## config.mk

```make
export PLATFORM = sky130hd
export DESIGN_NAME = frame_stream_ctrl
export DESIGN_NICKNAME = d
export VERILOG_FILES = /design/src/rtl/frame_stream_ctrl.sv
export SDC_FILE = /design/constraint.sdc
export NUM_CORES = 1
export LEC_CHECK = 0
export CAP_MARGIN = 20
export CORE_ASPECT_RATIO = 1.4
export CORE_MARGIN = 2
export CORE_UTILIZATION = 47
export CTS_BUF_LIST = sky130_fd_sc_hd__clkbuf_8
export DETAILED_ROUTE_END_ITERATION = 6
export PLACE_DENSITY = 0.8
export SLEW_MARGIN = 20
export SYNTH_ARGS = -nofsm -noshare
export SYNTH_HDL_FRONTEND = slang
export SYNTH_SLANG_ARGS = --single-unit
```

## constraint.sdc

```tcl
create_clock -name clk_i -period 4 [get_ports clk_i]
set_clock_uncertainty 0.2 [all_clocks]
set_input_delay 0.6 -clock clk_i [delete_from_list [all_inputs] [get_ports clk_i]]
set_output_delay 0.6 -clock clk_i [all_outputs]
set_load 0.05 [all_outputs]
```

## src/rtl/frame_stream_ctrl.sv

```systemverilog
// Frame sequencer: streams N_PIX source-RAM pixels into a pixel core through a
// 2-entry skid FIFO, writes every core result to destination RAM in order and
// pulses done once the last result has been written.
//
//   state     | meaning
//   ----------+---------------------------------------------------------------
//   ST_IDLE   | waiting for start_i; FIFO flushed, core disabled
//   ST_FEED   | issuing source reads, feeding the core, collecting results
//   ST_DRAIN  | all pixels delivered; collecting the remaining results
//   ST_DONE   | single-cycle done pulse, busy and core enable already low
module frame_stream_ctrl #(
  parameter int PIX_W  = 8,
  parameter int N_PIX  = 76800,
  parameter int ADDR_W = 17
) (
  input  logic              clk_i,
  input  logic              rst_i,
  input  logic              start_i,
  input  logic              abort_i,
  output logic              busy_o,
  output logic              done_o,
  output logic              err_o,
  output logic              src_en_o,
  output logic [ADDR_W-1:0] src_addr_o,
  input  logic [PIX_W-1:0]  src_data_i,
  output logic              core_en_o,
  output logic              core_valid_o,
  output logic [PIX_W-1:0]  core_data_o,
  input  logic              core_ready_i,
  input  logic              core_valid_i,
  input  logic [PIX_W-1:0]  core_data_i,
  input  logic              core_done_i,
  output logic              dst_en_o,
  output logic              dst_we_o,
  output logic [ADDR_W-1:0] dst_addr_o,
  output logic [PIX_W-1:0]  dst_data_o
);

  localparam int CNT_W = ADDR_W + 1;
  localparam logic [CNT_W-1:0] N_PIX_C = CNT_W'(N_PIX);
  localparam logic [CNT_W-1:0] CNT_ONE = CNT_W'(1);

  typedef enum logic [1:0] {
    ST_IDLE  = 2'd0,
    ST_FEED  = 2'd1,
    ST_DRAIN = 2'd2,
    ST_DONE  = 2'd3
  } state_t;

  state_t            state_q, state_d;
  logic [CNT_W-1:0]  rd_cnt_q, rd_cnt_d;
  logic [CNT_W-1:0]  wr_cnt_q, wr_cnt_d;
  logic              inflight_q, inflight_d;
  logic [1:0]        fifo_cnt_q, fifo_cnt_d;
  logic [PIX_W-1:0]  fifo0_q, fifo0_d;
  logic [PIX_W-1:0]  fifo1_q, fifo1_d;
  logic              dst_vld_q, dst_vld_d;
  logic [ADDR_W-1:0] dst_addr_q, dst_addr_d;
  logic [PIX_W-1:0]  dst_data_q, dst_data_d;
  logic              err_q, err_d;

  logic              active;
  logic              start_acc;
  logic              fifo_valid;
  logic              pop;
  logic              push;
  logic              flush;
  logic [2:0]        occ_next;
  logic              rd_issue;
  logic              collect;
  logic              err_evt;

  // Per-cycle decode of handshakes, read issue and result capture.
  always_comb begin
    active     = (state_q == ST_FEED) || (state_q == ST_DRAIN);
    start_acc  = (state_q == ST_IDLE) && start_i && !abort_i;
    fifo_valid = (state_q == ST_FEED) && (fifo_cnt_q != 2'd0);
    pop        = fifo_valid && core_ready_i;
    // Returned data from last cycle's read is pushed this cycle.
    push       = (state_q == ST_FEED) && inflight_q;
    flush      = (state_q != ST_FEED) || abort_i;
    // Credit check counts this cycle's pop so a held-high ready sustains
    // one read per cycle without overrunning the two entries.
    occ_next   = {1'b0, fifo_cnt_q} - {2'b00, pop} + {2'b00, inflight_q};
    rd_issue   = (state_q == ST_FEED) && !abort_i &&
                 (rd_cnt_q < N_PIX_C) && (occ_next < 3'd2);
    collect    = active && !abort_i && core_valid_i && (wr_cnt_q < N_PIX_C);
    err_evt    = (core_valid_i && (!active || (wr_cnt_q == N_PIX_C))) ||
                 (core_done_i && active && (wr_cnt_q < N_PIX_C));
  end

  // Next-state logic; abort wins over everything including a same-cycle start.
  always_comb begin
    state_d = state_q;
    unique case (state_q)
      ST_IDLE: begin
        if (start_acc) state_d = ST_FEED;
      end
      ST_FEED: begin
        if (abort_i) begin
          state_d = ST_IDLE;
        end else if ((rd_cnt_q == N_PIX_C) && (fifo_cnt_q == 2'd0) && !inflight_q) begin
          state_d = ST_DRAIN;
        end
      end
      ST_DRAIN: begin
        if (abort_i) begin
          state_d = ST_IDLE;
        end else if (wr_cnt_q == N_PIX_C) begin
          state_d = ST_DONE;
        end
      end
      ST_DONE: begin
        state_d = ST_IDLE;
      end
    endcase
  end

  // Read and write counters; cleared by an accepted start, never past N_PIX.
  always_comb begin
    rd_cnt_d = rd_cnt_q;
    wr_cnt_d = wr_cnt_q;
    if (start_acc) begin
      rd_cnt_d = '0;
      wr_cnt_d = '0;
    end else begin
      if (rd_issue) rd_cnt_d = rd_cnt_q + CNT_ONE;
      if (collect)  wr_cnt_d = wr_cnt_q + CNT_ONE;
    end
  end

  // Two-entry pixel FIFO; fifo0 is always the head presented to the core.
  always_comb begin
    fifo_cnt_d = fifo_cnt_q;
    fifo0_d    = fifo0_q;
    fifo1_d    = fifo1_q;
    inflight_d = rd_issue;
    if (flush) begin
      fifo_cnt_d = 2'd0;
    end else begin
      case ({push, pop})
        2'b10: begin
          if (fifo_cnt_q == 2'd0) fifo0_d = src_data_i;
          else                    fifo1_d = src_data_i;
          fifo_cnt_d = fifo_cnt_q + 2'd1;
        end
        2'b01: begin
          fifo0_d    = fifo1_q;
          fifo_cnt_d = fifo_cnt_q - 2'd1;
        end
        2'b11: begin
          if (fifo_cnt_q == 2'd1) begin
            fifo0_d = src_data_i;
          end else begin
            fifo0_d = fifo1_q;
            fifo1_d = src_data_i;
          end
        end
        default: begin
        end
      endcase
    end
  end

  // Result capture: a result seen this cycle becomes a RAM write next cycle.
  always_comb begin
    dst_vld_d  = collect;
    dst_addr_d = dst_addr_q;
    dst_data_d = dst_data_q;
    if (collect) begin
      dst_addr_d = wr_cnt_q[ADDR_W-1:0];
      dst_data_d = core_data_i;
    end
  end

  // Sticky protocol error; only an accepted start clears it.
  always_comb begin
    err_d = err_q;
    if (start_acc) begin
      err_d = 1'b0;
    end else if (err_evt) begin
      err_d = 1'b1;
    end
  end

  // State and datapath registers.
  always_ff @(posedge clk_i or posedge rst_i) begin
    if (rst_i) begin
      state_q    <= ST_IDLE;
      rd_cnt_q   <= '0;
      wr_cnt_q   <= '0;
      inflight_q <= 1'b0;
      fifo_cnt_q <= 2'd0;
      fifo0_q    <= '0;
      fifo1_q    <= '0;
      dst_vld_q  <= 1'b0;
      dst_addr_q <= '0;
      dst_data_q <= '0;
      err_q      <= 1'b0;
    end else begin
      state_q    <= state_d;
      rd_cnt_q   <= rd_cnt_d;
      wr_cnt_q   <= wr_cnt_d;
      inflight_q <= inflight_d;
      fifo_cnt_q <= fifo_cnt_d;
      fifo0_q    <= fifo0_d;
      fifo1_q    <= fifo1_d;
      dst_vld_q  <= dst_vld_d;
      dst_addr_q <= dst_addr_d;
      dst_data_q <= dst_data_d;
      err_q      <= err_d;
    end
  end

  // Outputs derive from registers so reset clears them without a clock edge.
  always_comb begin
    busy_o       = active;
    core_en_o    = active;
    done_o       = (state_q == ST_DONE);
    err_o        = err_q;
    src_en_o     = rd_issue;
    src_addr_o   = rd_cnt_q[ADDR_W-1:0];
    core_valid_o = fifo_valid;
    core_data_o  = fifo0_q;
    dst_en_o     = dst_vld_q;
    dst_we_o     = dst_vld_q;
    dst_addr_o   = dst_addr_q;
    dst_data_o   = dst_data_q;
  end

endmodule

```

Word-level counts from Yosys, hierarchy flattened
Index checks and enable logic that the tools add are counted.
W data, S select, Z words.
Cells by class
  eq/ne operators: 16
  $add $sub $neg: 6
  reductions and logical operators: 35
  magnitude comparators: 3
  mux-type cells: 20
  bitwise operators: 1
Operator list (number)
  $mux W18: 4
  $add A18 B1 Y18 const B: 2
  $eq A18 B17 Y1 const B: 2
  $lt A18 B17 Y1 const B: 2
  $mux W8: 4
  $pmux W8 S3: 1
  $logic_and A1 B1 Y1: 16
  $pmux W8 S2: 1
  $mux W2: 6
  $reduce_bool A2 Y1: 5
  $eq A2 B2 Y1 const B: 4
  $ne A2 B2 Y1 const B: 4
  $pmux W2 S4: 1
  $eq A2 B1 Y1 const B: 3
  $ne A3 B2 Y1 const B: 2
  $reduce_and A3 Y1: 2
  $reduce_bool A3 Y1: 2
  $logic_not A2 Y1: 2
  $logic_or A1 B1 Y1: 4
  $pmux W2 S2: 1
  $reduce_and A4 Y1: 1
  $add A3 B1 Y3: 1
  $logic_not A1 Y1: 3
  $lt A3 B2 Y1 const B: 1
  other kinds (6): 7
Word-level totals
  output and inout port bits: 58
  register bits: 84
  input port bits: 23

Logic depth before layout (Yosys ltp)
Gate-level depths: netlist (run 1).
  depth in word-level cells: 9
  depth in mapped cells: 13
  mapped depth without buffers: 13

Least setup slack after synthesis (run 1)
No wires, ideal clock.
  path type: reg-to-output
  start point: register fifo_cnt_q[1]
  end point: output port src_en_o
  setup slack: -315 ps
  buffers on the path: 0
  stages on the path, launching flop included: 12
  data arrival time: 3515 ps
  cell sequence: dfrtp_1 inv_1 ha_1 nor2b_1 nand2_1 nor2_1 o21ai_0 fa_1 xnor2_2 nand4b_4 a21o_1 inv_1
On the way
  longest elaborated chain between the ends: 7
Ends and longest elaborated chain
  start, declared: RTL line 54  | logic [1:0] fifo_cnt_q, fifo_cnt_d;
  start signal, assigned: RTL line 205  | fifo_cnt_q <= fifo_cnt_d;
  $reduce_bool A2 Y1: RTL line 77  | fifo_valid = (state_q == ST_FEED) && (fifo_cnt_q != 2'd0);
  $logic_and A1 B1 Y1: RTL line 77
  net core_valid_o: RTL line 27  | output logic core_valid_o,
  $logic_and A1 B1 Y1: RTL line 78  | pop = fifo_valid && core_ready_i;
  $sub A2 B1 Y3: RTL line 84  | occ_next = {1'b0, fifo_cnt_q} - {2'b00, pop} + {2'b00, inflight_q};
  $add A3 B1 Y3: RTL line 84
  $lt A3 B2 Y1: RTL line 86  | (rd_cnt_q < N_PIX_C) && (occ_next < 3'd2);
  $logic_and A1 B1 Y1: RTL line 86
  end, declared: RTL line 23  | output logic src_en_o,
The timed path passes the listed nets, and every way through them passes these cells.

Worst setup path in the final report (run 1)
  start point: register state_q[1]
  end point: output port src_en_o
On the way
  longest elaborated chain between the ends: 7
  elaborated cells on any way between the ends: 9
Ends and longest elaborated chain
  start, declared: RTL line 50  | state_t state_q, state_d;
  start signal, assigned: RTL line 201  | state_q <= state_d;
  $eq A2 B1 Y1 (*): RTL line 77, 85
  $logic_and A1 B1 Y1: RTL line 77
  $logic_and A1 B1 Y1: RTL line 78
  $sub A2 B1 Y3: RTL line 84
  $add A3 B1 Y3: RTL line 84
  $lt A3 B2 Y1: RTL line 86
  $logic_and A1 B1 Y1 (*): RTL line 86
Mark *: on every way between the ends. The rest lies on a longest branch, timed or not.

==> results of run 1 <==
==> area by class of cell <==
cell class,count,area [um2]
clock buffer,9,124
clock inverter,7,92.6
fill,779,3610
inverter,16,62.6
multi-input combinational,289,1940
sequential,84,2100
tap,107,134
timing repair buffer,86,860
==> cell usage in the layout (no fill, tap or decap), types with 2 or more instances in the layout <==
cell              n
bufinv_16         2
clkdlybuf4s50_1  79
nand3_1           7
nand2_1          65
dfrtp_1          82
nor2_1           46
inv_1            15
o21ai_0           6
clkinv_2          2
mux2i_1          10
nand2b_1          5
a21o_1            3
and3_1            6
o21a_1            2
buf_4             5
mux2_2           17
clkbuf_8          9
a2111oi_4         2
and2_1            6
xor2_1           14
ha_1             11
nor4_1            5
a31oi_1           4
xnor2_1          14
dfrtp_2           2
a211oi_1          4
and4_1            3
nand4_1          14
a21oi_1          15
a2111oi_1         4
nand4b_1          3
==> sequential cells by signal, summed over array words and instances, names as in the netlist <==
| signal | flops |
|---|---|
| state_q | 2 |
| dst_addr_o | 17 |
| fifo1_q | 8 |
| core_data_o | 8 |
| dst_data_o | 8 |
| dst_en_o | 1 |
| err_o | 1 |
| rd_cnt_q | 18 |
| inflight_q | 1 |
| fifo_cnt_q | 2 |
| wr_cnt_q | 18 |
==> worst max-delay path, delay by kind of cell, from the launching register on <==
family	cells	cell delay, ns
buf+inv	3	0.41
compound gates	2	0.35
fa+ha+maj	2	0.64
xor+xnor	1	0.20
simple gates	4	0.61
flops	1	0.42
==> cell usage after synthesis, types with 3 or more instances <==
cell type,count
a2111oi_1,4
and2_1,6
and3_1,6
mux2_2,17
clkbuf_1,8
a21o_1,3
nand4_1,14
buf_4,20
ha_1,11
nand2_1,66
a31oi_1,4
nand4b_1,3
nand2b_1,5
xor2_1,14
a21oi_1,15
and4_1,3
o21ai_0,6
dfrtp_1,84
nor4_1,5
inv_1,15
nor2_1,47
mux2i_1,10
nand3_1,7
a211oi_1,4
xnor2_1,14
==> final timing paths <==
| check | slack (ns) | to | depth (start not counted) | startpoint |
|---|---|---|---|---|
| max reg2reg | 0.50 | rd_cnt_q[10] | 13 | state_q[1] |
| max | 0.22 | src_en_o | 12 | state_q[1] |
| min reg2reg | 0.28 | dst_addr_o[9] | 2 | dst_addr_o[9] |
| max in group asynchronous | 2.51 | dst_en_o | 3 | rst_i |
| min in group asynchronous | 0.53 | core_data_o[0] | 3 | rst_i |
| min | 0.28 | dst_addr_o[9] | 2 | dst_addr_o[9] |
==> kinds of logic (layout without fill, tap and decap cells) <==
logic type	after synthesis	in the layout	share of synthesized area, %
muxes	27	27	6.80
DFF	84	84	49.0
and+or+nand+nor	172	172	19.4
adders and majority gates	12	12	3.68
xor gates and xnor gates	29	29	6.10
buffers and inverters	47	118	6.13
AOI/OAI and AO/OA	49	49	8.90
==> layer usage <==
metal / vias to the layer above / wire, um / part of all wire [%]
li1: 1546 / - / -
met1: 1585 / 3760 / 41
met2: 92 / 4790 / 53
met3: 7 / 385 / 4.3
met4: 0 / 123 / 1.4
met5: - / 0 / 0
==> power by group through the flow <==
| stage | sequential (mW) | combinational [mW] | clock, mW |
|---|---|---|---|
| final | 1.15 | 1.46 | 0.664 |
| after global routing | 1.18 | 1.57 | 0.711 |
| after detailed placement | 1.16 | 1.46 | 0 |
| after CTS | 1.15 | 1.46 | 0.680 |
| after floorplan | 1.48 | 0.707 | 0 |
| after global placement | 1.15 | 1.43 | 0 |
==> metrics by stage <==
stage / instance area (um2) / instances / util (%) / power [mW] / worst slack, ns
after global placement: 5090 / 582 / 57.0 / 2.59 / 0.334
after detailed placement: 5090 / 582 / 57.0 / 2.62 / 0.234
final: 5320 / 598 / 59.6 / 3.27 / 0.217
after floorplan: 4290 / 420 / - / 2.19 / 0.0345
after global routing: 5320 / 598 / 59.6 / 3.45 / 0.0224
after CTS: 5300 / 598 / 59.4 / 3.29 / 0.0644
==> impl_metrics.toml, run 1 <==
[grt]
grt_pass1_vias = 3171
grt_usage_pct = 19.1
gr-usage-met2_pct = 32.9
grt_pass1_wl_um = 15100
grtUsageMet3_pct = 3.44
use_met1_pct = 23.5
busiest_layer = "met2"
grt_max_degree = 85
grt-ovfl-total = 0
antenna_found_initial = 0

[sta]
finalMaxSlewViolations = 0
period_needed_ns = 3.78
slew_headroom_pct = 49.4
hold_slack_ns = 0.281
finalSetupViolCount = 0
fin_crit_sh_pct = 94.6
max_freq_mhz = 264
setup_tns_ns = 0
hold_violations = 0
worstMarginPinSlew_ns = 0.759
rsz0062_at_grt = "no"

[clocking]
cts-root-buf = "clkbuf_8"
cts_tree = "done"
clk_latency_ns = 0.36
clock-sinks = 84
cts_setup_buffers = 0
post_cts_resized = 1
cts_hold_buf = 0
h-tree-depth = 3
clk_path_buf_depth = 2
clk_pin_slew_ns = 0.08
numCtsBuffers = 9

[power_and_ir_drop]
vdd_drop_max_mv = 0.373
swShare_pct = 42.1
cellPowerDensity_mw_per_mm2 = 615
power_frac_seq_pct = 35.0
p_clk_share_pct = 20.3
leakagePower_nw = 2.44
power.internal_mw = 1.89
power.net_switching_mw = 1.38
combPwrFrac_pct = 44.7

[synthesis]
yosysWarnings = 0
synth-seq-cells = 84
synth_edf_count = 0
synth.net_count = 455
synth_top_area_share_pct = 49.0
synth.area.top_cells = "dfrtp_1 49%, nand2_1 5.8%, mux2_2 4.5%, nor2_1 4.1%, buf_4 3.5%"
ys.flop_type = "dfrtp_1"
yosysUniqueCellTypes = 50
syn_avg_cell_area_um2 = 10.2
syn_inst = 420
netlist_area_mm2 = 0.00429
yosysSeqAreaShare_pct = 49.0
synth_top_cell_by_area = "dfrtp_1"
async_flop_share_pct = 100

[floorplan]
die_width_um = 84.7
coreArea_mm2 = 0.00893
num_rows = 41
io_pins = 81
initial_core_util_pct = 48.1
die-area_mm2 = 0.00992
chipHeight_um = 117

[cells_and_area]
antenna_cells = 0
drive_gt1_share_pct = 11.6
fin_nets = 521
syn2layout_area_growth_pct = 24.0

[placed_design]
gp_congestion = 0.866
io_buffers = 80
dp_hpwl_um = 6310

[route]
routedWlPerCell_um = 15.1
drt_first_pass_iters = 4
vias = 3230
viasPerCell = 5.40
postRouteWirelength_um = 9050
drtIter0Drc = 179
drc = 0
detail-route-antenna-nets = 0

[worst_setup_path]
cpPeakStageDelay_ns = 0.43
timing_worst_setup_path_type = "flip-flop to primary output"
critical_path_required_ns = 3.20
arrival_ns = 2.98
cp_max_fo = 5
critPathSlowestCell = "fa_1"
end_kind = "primary output"
cp-start-kind = "flip-flop"
crit_chain = "inv_1 -> ha_1 -> nor2b_4 -> nand2_2 -> nor2_2 -> o21ai_0 -> fa_1 -> xnor2_2 -> nand4b_4 -> a21o_1 -> inv_2 -> buf_12"

[run]
cap_violations = 0

[run_status]
status = "finished, final reports clean"

[min_path]
min_path_type = "flip-flop to flip-flop"
Power figures use the tool's default switching activity.
==> run 2, diff against run 1 <==
--- a/config.mk
+++ b/config.mk
@@ -5,13 +5,14 @@
 export SDC_FILE = /design/constraint.sdc
 export NUM_CORES = 1
 export LEC_CHECK = 0
+export ABC_AREA = 1
 export CAP_MARGIN = 20
 export CORE_ASPECT_RATIO = 1.4
 export CORE_MARGIN = 2
 export CORE_UTILIZATION = 47
 export CTS_BUF_LIST = sky130_fd_sc_hd__clkbuf_8
 export DETAILED_ROUTE_END_ITERATION = 6
-export PLACE_DENSITY = 0.8
+export PLACE_DENSITY = 0.79
 export SLEW_MARGIN = 20
 export SYNTH_ARGS = -nofsm -noshare
 export SYNTH_HDL_FRONTEND = slang
==> impl_metrics.toml, run 2 <==
[synthesis]
synth-seq-cells = 84
ys.flop_type = "dfrtp_1"
synth.net_count = 623
syn_avg_cell_area_um2 = 7.95
yosysUniqueCellTypes = 40
yosysWarnings = 0
synth_top_area_share_pct = 45.0
syn_inst = 588
ys_top_cells_by_count = "165 x nand2_1, 84 x dfrtp_1, 69 x nor2_1"
netlist_area_mm2 = 0.00467
synth_edf_count = 0
async_flop_share_pct = 100
yosysSeqAreaShare_pct = 45.0
synth.area.top_cells = "dfrtp_1 45%, nand2_1 13%, nor2_1 5.5%, nand3_1 4.5%, inv_1 3.5%"
synth_top_cell_by_area = "dfrtp_1"
synth.most_common_cell = "nand2_1"

[power_and_ir_drop]
p_clk_share_pct = 19.0
swShare_pct = 44.6
power_frac_seq_pct = 34.0
p_total_mw = 3.49
power.net_switching_mw = 1.56
power.internal_mw = 1.93
combPwrFrac_pct = 47.0
leakagePower_nw = 2.58
vdd_drop_max_mv = 0.294
cellPowerDensity_mw_per_mm2 = 617

[sta]
worstMarginPinSlew_ns = 0.723
hold_violations = 0
fin_crit_sh_pct = 91.5
slew_headroom_pct = 51.8
finalSetupViolCount = 0
period_needed_ns = 3.66
rsz0062_at_grt = "no"
finalMaxSlewViolations = 0
setup_tns_ns = 0
max_freq_mhz = 273

[floorplan]
chipHeight_um = 122
initial_core_util_pct = 47.7
coreArea_mm2 = 0.00979
die_width_um = 88.3
die-area_mm2 = 0.0108
io_pins = 81
num_rows = 43

[grt]
grt_max_degree = 43
grt-ovfl-total = 0
grt_usage_pct = 20.7
antenna_found_initial = 0
grt_pass1_vias = 3911
grt_pass1_wl_um = 17700

[route]
viasPerCell = 5.06
postRouteWirelength_um = 10500
drtIter0Drc = 251
drc = 0
drt_first_pass_iters = 4
routedWlPerCell_um = 13.3
vias = 4005
detail-route-antenna-nets = 0

[worst_setup_path]
arrival_ns = 2.86
cp-startpoint = "fifo_cnt_q[0]"
r2r-end = "rd_cnt_q[14]"
r2r_slack_ns = 1.13
cp_max_fo = 10
end_kind = "primary output"
timing_worst_setup_path_type = "flip-flop to primary output"
r2r-start = "fifo_cnt_q[0]"
worst_r2r_path_depth = 14
critical_path_required_ns = 3.20
cp-start-kind = "flip-flop"

[cells_and_area]
layout.cells.most_common = "nand2_1"
drive_gt1_share_pct = 9.60
fin_nets = 686
fill_cells = 944
multiInputGateArea_mm2 = 0.00212
seq_area_mm2 = 0.00210
antenna_cells = 0
syn2layout_area_growth_pct = 21.2
layout_common_cells = "165 x nand2_1, 84 x dfrtp_1, 79 x clkdlybuf4s50_1"

[run_status]
status = "finished, final reports clean"

[clocking]
h-tree-depth = 3
clk_path_buf_depth = 2
post_cts_resized = 0
clock-sinks = 84
numCtsBuffers = 9
clk_pin_slew_ns = 0.08
cts_setup_buffers = 0
cts_tree = "done"
cts_hold_buf = 0
cts-root-buf = "clkbuf_8"
clk_latency_ns = 0.36

[run]
cap_violations = 0

[placed_design]
gp_congestion = 0.891
io_buffers = 80
dp_hpwl_um = 7700

[min_path]
min_to = "dst_data_o[1]"
min_path_type = "flip-flop to flip-flop"
hp-start = "dst_data_o[1]"
hold_depth = 2
==> run 2: worst max-delay path by stage <==
stage               slack (ns)  endpoint  depth (start not counted)
floorplan                 0.81  src_en_o                         11
global placement          0.63  src_en_o                         11
detailed placement        0.58  src_en_o                         11
CTS                       0.34  src_en_o                         13
global route              0.12  src_en_o                         13
finish                    0.34  src_en_o                         13
==> run 2: cells by family (layout without fill, tap and decap cells) <==
kind of cell	Yosys count	after routing	synth area share, %
adders and majority gates	12	12	3.37
AOI/OAI and AO/OA	63	63	7.85
DFF	84	84	45.0
xor gates and xnor gates	8	8	1.50
and+or+nand+nor	326	326	30.8
buffers and inverters	87	155	9.53
muxes	8	8	1.93
==> run 2: through the flow <==
step                util [%]  hold WS [ns]  instances  setup slack (ns)  instance area [um2]
floorplan                  -         0.265        588             0.806                 4670
global placement        55.6         0.265        775             0.627                 5450
detailed placement      55.6         0.264        775             0.580                 5450
CTS                     57.8         0.291        791             0.345                 5660
global route            57.8         0.320        791             0.116                 5660
finish                  57.8         0.284        791             0.341                 5660
==> run 2: final cells by class <==
| cell class | instances | area share (%) |
|---|---|---|
| Clock inverter | 6 | 1.39 |
| Tap cell | 135 | 2.98 |
| Sequential cell | 84 | 37.1 |
| Inverter | 55 | 3.71 |
| Multi-Input combinational cell | 417 | 37.5 |
| Clock buffer | 10 | 2.43 |
| Timing Repair Buffer | 84 | 14.8 |
==> run 2: critical path, cell delays in order, from the launching register on <==
cell,delay [ns]
dfrtp_1,0.42
inv_1,0.13
ha_1,0.31
nor2_4,0.08
nand2_4,0.13
inv_2,0.11
nand2_1,0.09
nand3_1,0.08
fa_1,0.51
nand3_2,0.09
nor2_4,0.11
nand2_4,0.09
inv_2,0.18
buf_12,0.16
==> run 2: power groups by stage <==
stage | clock, mW | combinational [mW] | sequential, mW
floorplan | 0 | 0.836 | 1.56
global placement | 0 | 1.61 | 1.19
detailed placement | 0 | 1.65 | 1.21
CTS | 0.683 | 1.65 | 1.19
global route | 0.716 | 1.77 | 1.22
finish | 0.665 | 1.64 | 1.19
==> run 2: metal layers <==
| layer | vias up | track usage, % | wire (um) |
|---|---|---|---|
| li1 | 1996 | - | - |
| met1 | 1908 | 24.6 | 4460 |
| met2 | 83 | 36.0 | 5480 |
| met3 | 18 | 4.40 | 372 |
| met4 | 0 | 7.86 | 221 |
| met5 | - | 0 | 0 |
==> run 3, diff against run 2 <==
--- a/config.mk
+++ b/config.mk
@@ -10,7 +10,6 @@
 export CORE_ASPECT_RATIO = 1.4
 export CORE_MARGIN = 2
 export CORE_UTILIZATION = 47
-export CTS_BUF_LIST = sky130_fd_sc_hd__clkbuf_8
 export DETAILED_ROUTE_END_ITERATION = 6
 export PLACE_DENSITY = 0.79
 export SLEW_MARGIN = 20
==> impl_metrics.toml, run 3 (same netlist as run 2, synthesis figures left out) <==
[cells_and_area]
multiInputGateArea_mm2 = 0.00212
layout_common_cells = "165 x nand2_1, 84 x dfrtp_1, 79 x clkdlybuf4s50_1"
drive_gt1_share_pct = 9.60
syn2layout_area_growth_pct = 23.4
instances_no_fill = 791
antenna_cells = 0
fill_cells = 923
fin_nets = 686
layout.cells.most_common = "nand2_1"
seq_area_mm2 = 0.00210

[worst_setup_path]
crit_chain = "inv_1 -> ha_1 -> nor2_4 -> nand2_4 -> inv_2 -> nand2_1 -> nand3_1 -> fa_1 -> nand3_2 -> nor2_4 -> nand2_4 -> inv_2 -> buf_12"
critPathSlowestCell = "fa_1"
arrival_ns = 2.82
r2r_slack_ns = 1.15
end_kind = "primary output"
r2r-end = "rd_cnt_q[4]"
worst_r2r_path_depth = 15
cp_max_fo = 10
cpPeakStageDelay_ns = 0.51
path_delay_family = "adder cells"
crit_buf_inv = 4
r2r-start = "fifo_cnt_q[0]"
timing_worst_setup_path_type = "flip-flop to primary output"
critical_path_required_ns = 3.20
cp-start-kind = "flip-flop"

[clocking]
cts-root-buf = "clkbuf_16"
numCtsBuffers = 9
post_cts_resized = 0
clk_pin_slew_ns = 0.06
cts_tree = "done"
clk_latency_ns = 0.34
h-tree-depth = 3
clock-sinks = 84
cts_hold_buf = 0
clk_path_buf_depth = 2
cts_setup_buffers = 0

[placed_design]
gp_congestion = 0.891
dp.cells = 775
io_buffers = 80
dp_hpwl_um = 7700
place_ws_ns = 0.580

[power_and_ir_drop]
vdd_drop_max_mv = 0.397
cellPowerDensity_mw_per_mm2 = 645
leakagePower_nw = 2.62
p_total_mw = 3.72

[grt]
grt_pass1_vias = 3917
grt_usage_pct = 20.8
grt_max_degree = 43
grt_pass1_wl_um = 17800
grt-ovfl-total = 0
antenna_found_initial = 0

[min_path]
hold_depth = 2
hp-start = "dst_data_o[1]"
min_to = "dst_data_o[1]"
min_path_type = "flip-flop to flip-flop"

[route]
postRouteWirelength_um = 10600
routedWlPerCell_um = 13.3
viasPerCell = 5.05
detail-route-antenna-nets = 0
drt_first_pass_iters = 4
drc = 0
drtIter0Drc = 197
vias = 3991

[sta]
hold_violations = 0
hold_slack_ns = 0.279
fin_crit_sh_pct = 90.5
worstMarginPinSlew_ns = 0.729
finalWorstSetupSlack_ns = 0.380
period_needed_ns = 3.62
slew_headroom_pct = 51.3
finalSetupViolCount = 0
finalMaxSlewViolations = 0
rsz0062_at_grt = "no"
max_freq_mhz = 276
setup_tns_ns = 0

[floorplan]
num_rows = 43
initial_core_util_pct = 47.7
chipHeight_um = 122
die_width_um = 88.3
die-area_mm2 = 0.0108
io_pins = 81
coreArea_mm2 = 0.00979

[run]
cap_violations = 0

[run_status]
status = "finished, final reports clean"
## run 3: changes by cell type in the layout (fill, tap and decap cells not counted), sizes merged
cell    change
inv         -1
clkbuf      +1
## run 3: area by class of cell
class | instances | area share, %
clock inverter | 5 | 1.30
sequential | 84 | 36.5
inverter | 55 | 3.65
multi-input combinational | 417 | 36.9
timing repair buffer | 84 | 14.6
tap | 135 | 2.93
clock buffer | 11 | 4.21
## run 3: worst reg2reg max path: cells and delay by family (launching register included)
kind	cells	cell delay, ns
buffers and inverters	3	0.35
AOI/OAI and AO/OA	1	0.06
adders and majority gates	2	0.82
and+or+nand+nor	9	0.88
DFF	1	0.41
## run 3: how the worst max path moves through the flow
stage	cells past startpoint	start	to
after floorplan	11	fifo_cnt_q[1]	src_en_o
after global placement	11	core_ready_i	src_en_o
after detailed placement	11	core_ready_i	src_en_o
after CTS	13	fifo_cnt_q[0]	src_en_o
after global routing	13	fifo_cnt_q[0]	src_en_o
final	13	fifo_cnt_q[0]	src_en_o
## run 3: routing by layer
| metal | wire, um | vias up | track usage, % |
|---|---|---|---|
| li1 | - | 1998 | - |
| met4 | 245 | 0 | 9.28 |
| met2 | 5490 | 86 | 36.1 |
| met3 | 367 | 21 | 3.86 |
| met1 | 4450 | 1886 | 24.5 |
| met5 | 0 | - | 0 |
## run 3: stage by stage
stage	util (%)	instance area, um2
2_1_floorplan	-	4670
3_3_place_gp	55.6	5450
3_5_place_dp	55.6	5450
4_1_cts	58.9	5760
5_1_grt	58.9	5760
6_report	58.9	5760
## run 3: power breakdown
group / switching (mW) / internal, mW / total, mW
Combinational: 1.11 / 0.529 / 1.64
Sequential: 0.145 / 1.05 / 1.19
Clock: 0.326 / 0.561 / 0.887
Total: 1.58 / 2.13 / 3.72
